### config.mk
export PLATFORM = sky130hd
export DESIGN_NAME = pipeline_stall_scheduler
export DESIGN_NICKNAME = d
export VERILOG_FILES = /design/src/rtl/pipeline_stall_scheduler_pkg.sv /design/src/rtl/pipeline_stall_scheduler_miss_fsm.sv /design/src/rtl/pipeline_stall_scheduler.sv
export SDC_FILE = /design/constraint.sdc
export NUM_CORES = 1
export LEC_CHECK = 0
export CELL_PAD_IN_SITES_DETAIL_PLACEMENT = 0
export CELL_PAD_IN_SITES_GLOBAL_PLACEMENT = 1
export CORE_MARGIN = 3
export CORE_UTILIZATION = 35
export DETAILED_ROUTE_END_ITERATION = 8
export PLACE_DENSITY_LB_ADDON = 0.1
export REMOVE_ABC_BUFFERS = 1
export SLEW_MARGIN = 15
export SYNTH_ARGS = -nofsm -noshare
export SYNTH_HDL_FRONTEND = slang
export SYNTH_SLANG_ARGS = --single-unit
### constraint.sdc
create_clock -name clk_i -period 3.05 [get_ports clk_i]
set_input_delay 0.4575 -clock clk_i [delete_from_list [all_inputs] [get_ports clk_i]]
set_output_delay 0.4575 -clock clk_i [all_outputs]
set_load 0.01 [all_outputs]
### src/rtl/pipeline_stall_scheduler_pkg.sv
// Shared types and constants for the pipeline stall/flush sequencer and its miss FSM.
package pipe_ctrl_pkg;

    typedef enum logic [1:0] {
        IDLE      = 2'd0,
        WRITEBACK = 2'd1,
        REFILL    = 2'd2,
        RESUME    = 2'd3
    } miss_state_e;

    localparam logic MEM_WR = 1'b1;
    localparam logic MEM_RD = 1'b0;

    localparam int TIMEOUT_DEFAULT = 255;
    localparam int TMO_W           = 8;

endpackage

### src/rtl/pipeline_stall_scheduler_miss_fsm.sv
// Data-cache miss sequencer: writeback, refill, resume; owns the phase timeout and start/fill pulses.
// freeze_o is combinational so the pipeline holds in the very cycle the miss is detected.
module miss_fsm
    import pipe_ctrl_pkg::*;
#(
    parameter int TIMEOUT = TIMEOUT_DEFAULT
) (
    input  logic clk_i,
    input  logic rst_i,
    input  logic mem_req_i,
    input  logic cache_hit_i,
    input  logic cache_dirty_i,
    input  logic mem_ack_i,
    output logic freeze_o,
    output logic mem_start_o,
    output logic mem_wr_o,
    output logic cache_fill_o,
    output logic busy_o,
    output logic error_o
);

    localparam logic [TMO_W-1:0] TMO_LAST = TMO_W'(TIMEOUT - 1);

    miss_state_e      state_q, state_d;
    logic [TMO_W-1:0] tmo_cnt_q, tmo_cnt_d;
    logic             mem_start_q, mem_start_d;
    logic             mem_wr_q, mem_wr_d;
    logic             cache_fill_q, cache_fill_d;
    logic             error_q, error_d;

    logic miss_now;
    logic in_phase;
    logic timeout_now;

    always_comb begin
        miss_now    = (state_q == IDLE) & mem_req_i & ~cache_hit_i;
        in_phase    = (state_q == WRITEBACK) | (state_q == REFILL);
        // The TIMEOUT-th cycle of a phase is flagged as it is entered, not one cycle later.
        timeout_now = in_phase & (tmo_cnt_q == TMO_LAST);

        state_d      = state_q;
        tmo_cnt_d    = (in_phase && tmo_cnt_q != '1) ? tmo_cnt_q + TMO_W'(1) : tmo_cnt_q;
        mem_start_d  = 1'b0;
        mem_wr_d     = mem_wr_q;
        cache_fill_d = 1'b0;
        error_d      = error_q | timeout_now;

        case (state_q)
            IDLE: begin
                if (miss_now) begin
                    state_d     = cache_dirty_i ? WRITEBACK : REFILL;
                    tmo_cnt_d   = '0;
                    mem_start_d = 1'b1;
                    mem_wr_d    = cache_dirty_i ? MEM_WR : MEM_RD;
                end
            end
            WRITEBACK: begin
                if (mem_ack_i) begin
                    state_d     = REFILL;
                    tmo_cnt_d   = '0;
                    mem_start_d = 1'b1;
                    mem_wr_d    = MEM_RD;
                end
            end
            REFILL: begin
                if (mem_ack_i) begin
                    state_d      = RESUME;
                    cache_fill_d = 1'b1;
                end
            end
            RESUME: begin
                state_d = IDLE;
            end
            default: begin
                state_d = IDLE;
            end
        endcase
    end

    always_ff @(posedge clk_i) begin
        if (rst_i) begin
            state_q      <= IDLE;
            tmo_cnt_q    <= '0;
            mem_start_q  <= 1'b0;
            mem_wr_q     <= MEM_RD;
            cache_fill_q <= 1'b0;
            error_q      <= 1'b0;
        end else begin
            state_q      <= state_d;
            tmo_cnt_q    <= tmo_cnt_d;
            mem_start_q  <= mem_start_d;
            mem_wr_q     <= mem_wr_d;
            cache_fill_q <= cache_fill_d;
            error_q      <= error_d;
        end
    end

    assign freeze_o     = miss_now | (state_q != IDLE);
    assign busy_o       = (state_q != IDLE);
    assign mem_start_o  = mem_start_q;
    assign mem_wr_o     = mem_wr_q;
    assign cache_fill_o = cache_fill_q;
    assign error_o      = error_q | timeout_now;

endmodule

### src/rtl/pipeline_stall_scheduler.sv
// Merges cache-miss freeze, branch flush and load-use stall into per-stage enables, flush and bubble.
// Priority freeze > branch flush > load-use; also counts cycles where the PC is held.
module pipeline_stall_scheduler
    import pipe_ctrl_pkg::*;
#(
    parameter int TIMEOUT = TIMEOUT_DEFAULT,
    parameter int CNT_W   = 32
) (
    input  logic             clk_i,
    input  logic             rst_i,
    input  logic             load_use_i,
    input  logic             branch_flush_i,
    input  logic             mem_req_i,
    input  logic             cache_hit_i,
    input  logic             cache_dirty_i,
    input  logic             mem_ack_i,
    output logic             pc_write_o,
    output logic             ifid_write_o,
    output logic             ifid_flush_o,
    output logic             idex_bubble_o,
    output logic             pipe_write_o,
    output logic             mem_start_o,
    output logic             mem_wr_o,
    output logic             cache_fill_o,
    output logic             busy_o,
    output logic             error_o,
    output logic [CNT_W-1:0] stall_cycles_o
);

    logic             freeze;
    logic [CNT_W-1:0] stall_cycles_q, stall_cycles_d;

    miss_fsm #(
        .TIMEOUT (TIMEOUT)
    ) u_miss_fsm (
        .clk_i         (clk_i),
        .rst_i         (rst_i),
        .mem_req_i     (mem_req_i),
        .cache_hit_i   (cache_hit_i),
        .cache_dirty_i (cache_dirty_i),
        .mem_ack_i     (mem_ack_i),
        .freeze_o      (freeze),
        .mem_start_o   (mem_start_o),
        .mem_wr_o      (mem_wr_o),
        .cache_fill_o  (cache_fill_o),
        .busy_o        (busy_o),
        .error_o       (error_o)
    );

    always_comb begin
        pc_write_o    = 1'b1;
        ifid_write_o  = 1'b1;
        ifid_flush_o  = 1'b0;
        idex_bubble_o = 1'b0;
        pipe_write_o  = 1'b1;
        // A branch seen while frozen stays in ID and re-requests once the freeze lifts.
        if (freeze) begin
            pc_write_o   = 1'b0;
            ifid_write_o = 1'b0;
            pipe_write_o = 1'b0;
        end else if (branch_flush_i) begin
            ifid_flush_o  = 1'b1;
            idex_bubble_o = 1'b1;
        end else if (load_use_i) begin
            pc_write_o    = 1'b0;
            ifid_write_o  = 1'b0;
            idex_bubble_o = 1'b1;
        end
    end

    always_comb begin
        stall_cycles_d = stall_cycles_q;
        if (!pc_write_o && stall_cycles_q != '1) begin
            stall_cycles_d = stall_cycles_q + CNT_W'(1);
        end
    end

    always_ff @(posedge clk_i) begin
        if (rst_i) begin
            stall_cycles_q <= '0;
        end else begin
            stall_cycles_q <= stall_cycles_d;
        end
    end

    assign stall_cycles_o = stall_cycles_q;

endmodule

Word-level counts from Yosys, hierarchy flattened
Index checks and enable logic that the tools add are counted.

word-level totals
  register bits = 46
  bits of input ports = 8
  output and inout port bits = 42
  logic and storage cells = 60

operators by class
  $add $sub $neg = 2
  eq/ne operators = 9
  muxes and demuxes = 25
  bitwise gates (word level) = 8
  reduce and logical (&&, ||, !) cells = 9

operator list
  kind                                                                     count
  32-bit by 1-bit adder with 32-bit output, second input constant          1
  32-bit inequality test, second input constant                            1
  8-bit two-way mux                                                        3
  8-bit case mux with 2 select lines                                       1
  1-bit two-way mux                                                        14
  8-bit by 1-bit adder with 8-bit output, second input constant            1
  8-bit == test, second input constant                                     1
  2-bit two-way mux                                                        4
  8-bit inequality test, second input constant                             1
  2-bit case mux with 4 select lines                                       1
  3-bit AND reduction                                                      2
  2-bit == test, second input constant                                     2
  2-bit inequality test, second input constant                             2
  1-bit case mux with 2 select lines                                       2
  2-bit nonzero test                                                       2
  1-bit bitwise AND                                                        3
  1-bit OR                                                                 3
  2-bit by 1-bit == test with 1-bit output, second input constant          1
  1-bit logical AND                                                        2
  2-bit logical NOT                                                        1
  2-bit by 1-bit inequality test with 1-bit output, second input constant  1
  1-bit NOT                                                                2
  2-bit OR reduction                                                       1
  1-bit logical NOT                                                        1

Logic depth before layout (Yosys ltp)
  depth in word-level cells = 7
  depth in mapped cells = 7
  mapped depth without buffers = 7

By module
Synthesis repeated with hierarchy kept, for this count alone.

unflattened totals
  cell total of the unflattened synthesis = 295
  area total of the unflattened synthesis = 2461.1 um2

by module, submodules not included
  module                    times used  cells each  area an instance (um2)  seq. area each (um2)
  pipeline_stall_scheduler  1           210         1727.9                  640.6
  miss_fsm                  1           85          733.2                   280.3

Worst setup path after synthesis
OpenSTA, ideal clock, no wires.

  path kind = flip-flop to flip-flop
  start = register stall_cycles_q[2] (netlist: stall_cycles_o[2])
  end = register stall_cycles_q[11] (netlist: stall_cycles_o[11])
  setup time = 0.123 ns
  arrival time = 1.872 ns
  data required time = 2.927 ns
  path slack = 1.055 ns
  stages on the path, launching flop included = 7
  buffers on the path = 1
  clock period less this slack = 1.995 ns
  cell sequence = dfxtp_1 -> nand4_4 -> or4_1 -> buf_2 -> nor2_4 -> nor4b_1 -> mux2_1

between the ends
  longest elaborated chain between the ends = 2
  elaborated cells on any way between the ends = 3
  classes of those cells = add/sub (1); eq/ne (1); reduce/logical (1)

RTL lines
  what                                                                              RTL line                        RTL
  from (decl)                                                                       pipeline_stall_scheduler.sv:31  logic [CNT_W-1:0] stall_cycles_q, stall_cycles_d;
  from (signal assigned)                                                            pipeline_stall_scheduler.sv:82  stall_cycles_q <= stall_cycles_d;
  branches (longest 2 deep; another with 32-bit by 1-bit adder with 32-bit output)  -

Several ways; the timed one is not identified.
A chain may end at the register's enable or synchronous reset.

Worst setup path in the final report
  start = input cache_hit_i
  end = output idex_bubble_o

between the ends
  longest elaborated chain between the ends = 4

RTL lines
  what               RTL line                                 RTL
  from (decl)        pipeline_stall_scheduler.sv:14           input logic cache_hit_i,
  1-bit NOT          pipeline_stall_scheduler_miss_fsm.sv:36  miss_now = (state_q == IDLE) & mem_req_i & ~cache_hit_i;
  1-bit bitwise AND  pipeline_stall_scheduler_miss_fsm.sv:36
  1-bit OR           pipeline_stall_scheduler_miss_fsm.sv:98  assign freeze_o = miss_now | (state_q != IDLE);
  1-bit two-way mux  pipeline_stall_scheduler.sv:57           if (freeze) begin
  to (decl)          pipeline_stall_scheduler.sv:20           output logic idex_bubble_o,

No other way between the ends.

==> results_dict.tcl <==
set metrics [dict create \
    rows 29 \
    area_growth_pct 28.9 \
    grt_first_pass_wirelength_um 9540 \
    async_reset_ff_frac 0 \
    synth.most_common_cell "dfxtp_1" \
    synth-seq-cells 46 \
    synth_common_cells "46 x dfxtp_1, 35 x nor2_1, 21 x nand2_1, 17 x a21oi_1, 14 x nand3_1" \
    ys_seq_area_frac 0.391 \
    rsz0062_at_grt "false" \
    htreeDepth 2 \
    ir_drop_mv 0.285 \
    path_class "primary input to primary output" \
    p_clk_frac 0.236 \
    dp_cells 406 \
    pwr_density_cell_nw_per_um2 526 \
    max_stage_delay_ps 540 \
    setup_viol 0 \
    cts_made_buffers 5 \
    num-fill-cells 642 \
    yosys.area.top_type "dfxtp_1" \
    antenna_found_initial 0 \
    crit_buf_inv 2 \
    clock_latency_ps 290 \
    pwr-share-seq 0.431 \
    wirelength_um 5730 \
    synthDistinctLibCells 42 \
    dr_total_vias 2211 \
    n_antenna_cell 0 \
    cts_root_buffer "clkbuf_8" \
    ys.flop_type "dfxtp_1" \
    status "finished clean" \
    stdcell_count 412 \
    grt_pass1_vias 2046 \
    cts_resized 0 \
    cts_sinks 46 \
    num_io_pins 50 \
    drt_iter0_markers 64 \
    cp.arrival_ps 1930 \
    p_comb_frac 0.334 \
    overflow 0 \
    grt_usage 0.156 \
    leakagePower_nw 1.03 \
    drive_above_1_share 0.0567 \
    slew_violations 0 \
    netSwitchingFraction 0.333 \
    vias_per_cell 5.37 \
    clk_pin_slew_ps 80 \
    crit_fanout 5 \
    fin_worst_skew_ps 4.77 \
    crit_family "buffers and inverters" \
    grt_max_degree 13 \
    hold_violations 0 \
    die_w_um 88 \
    dieArea_um2 7740 \
    synth_edf_count 0 \
    firstDrtPassIters 4 \
    synth_area_leaders "dfxtp_1 39%, nor2_1 5.6%, ha_1 3.7%" \
    synth.top_cell.area_share 0.391 \
    cpMostUsedCell "clkdlybuf4s50_1" \
    netlist_instances 282 \
    gp_congestion 0.770 \
    synthesis.area_um2 2350 \
    start_util 0.366 \
    min_period_over_period 0.784 \
    postCtsSetupRepairBufs 0 \
    antenna_left 0 \
    required_ps 2590 \
    switchingPower_w 0.000532 \
    max_cap_viol_count 0 \
    cp_cell_sequence "clkdlybuf4s50_1 > nand2b_1 > nand2_1 > nor2_1 > clkdlybuf4s50_1" \
    period_needed_ps 2390 \
    cts_hold_buf 0 \
    startpoint_type "primary input" \
    synth-warning-count 0 \
    io_buffers 49 \
    tns_ps 0 \
    clock.fmax_mhz 418 \
    avgSynthCellArea_um2 8.35 \
    wl_per_cell_um 13.9 \
    worstMarginPinSlew_ps 1010 \
    cpMaxStageDelayCell "clkdlybuf4s50_1" \
    maxSlewHeadroom 0.321 \
    fin_nets 351 \
    hp-class "flop to flop" \
    hpwlAfterDp_um 4260 \
    internal_power_w 0.00106 \
    cp-end-kind "primary output" \
    clock_path_buffers 2 \
    cts_tree "done" \
    route.detailed.drc 0 \
    fp.dieH_um 88 \
    core_area_um2 6420 \
]
-- tightest hold or removal path, stage by stage, from the launching register on --
cell	delay (ps)
dfxtp_1	330
nand2_1	60
a21oi_1	50
-- flip-flops by register name, indices dropped and copies added, names as in the netlist --
register / cells
u_miss_fsm.mem_start_o: 1
u_miss_fsm.state_q: 2
u_miss_fsm.error_q: 1
u_miss_fsm.tmo_cnt_q: 8
u_miss_fsm.mem_wr_o: 1
u_miss_fsm.cache_fill_o: 1
stall_cycles_o: 32
-- per-stage QoR --
stage / hold slack (ps) / area [um2] / total power [W] / utilization / setup slack (ps)
final: 479 / 3030 / 0.00160 / 0.472 / 660
after global routing: 502 / 3030 / 0.00171 / 0.472 / 525
after CTS: 481 / 3030 / 0.00162 / 0.472 / 639
after detailed placement: 469 / 2950 / 0.00124 / 0.459 / 549
after global placement: 462 / 2950 / 0.00124 / 0.459 / 563
after floorplan: 443 / 2320 / 0.00101 / - / 1040
-- per-layer routing --
layer / share of wire / vias up / track usage
li1: - / 1125 / -
met1: 0.49 / 1045 / 0.210
met2: 0.47 / 36 / 0.252
met3: 0.031 / 5 / 0.0320
met4: 0.0093 / 0 / 0.0418
met5: 0 / - / 0
-- power groups by stage --
stage	registers, W	clock network, W	logic, W
after floorplan	0.000702	0	0.000312
after global placement	0.000703	0	0.000535
after detailed placement	0.000702	0	0.000536
after CTS	0.000688	0.000393	0.000538
after global routing	0.000696	0.000417	0.000599
final	0.000687	0.000376	0.000532
-- path summary, 6_finish.rpt --
kind	from	to	slack (ps)	depth (start not counted)
max	cache_hit_i	idex_bubble_o	660	5
min	u_miss_fsm.state_q[1]$_SDFFE_PP0P_	u_miss_fsm.state_q[1]$_SDFFE_PP0P_	480	2
max reg2reg	u_miss_fsm.state_q[0]$_SDFFE_PP0P_	stall_cycles_o[10]$_SDFFE_PP0P_	760	7
min reg2reg	u_miss_fsm.state_q[1]$_SDFFE_PP0P_	u_miss_fsm.state_q[1]$_SDFFE_PP0P_	480	2
-- area by class of cell --
type,count,area [um2],area share
repair buffers,55,536,0.177
inverters,13,48.8,0.0161
flip-flops and latches,46,921,0.304
multi-input cells,215,1350,0.445
well taps,77,96.3,0.0318
clock buffers,6,82.6,0.0272
-- cell usage in the layout (no fill, tap or decap), drive strengths merged, types with 2 or more instances in the layout --
cell type      count
clkdlybuf4s50     49
dfxtp             46
nor2              36
nand2             22
a21oi             17
nand3             14
inv               13
o21ai             12
nor2b             11
or3               10
nand4             10
xnor2              9
or4                8
nor4               8
ha                 7
mux2               7
o31ai              6
clkbuf             6
buf                6
xor2               5
and4               4
nor3               4
a211oi             4
nor3b              3
nand2b             2
and3               2
a21o               2
a31oi              2
a211o              2
-- cells by family after synthesis --
group / after synthesis / synth area share
AOI/OAI and AO/OA: 50 / 0.130
adders and majority gates: 7 / 0.0372
and+or+nand+nor: 136 / 0.316
DFF: 46 / 0.391
xor gates and xnor gates: 14 / 0.0521
buffers and inverters: 21 / 0.0356
muxes: 8 / 0.0377
Power figures use the tool's default switching activity.
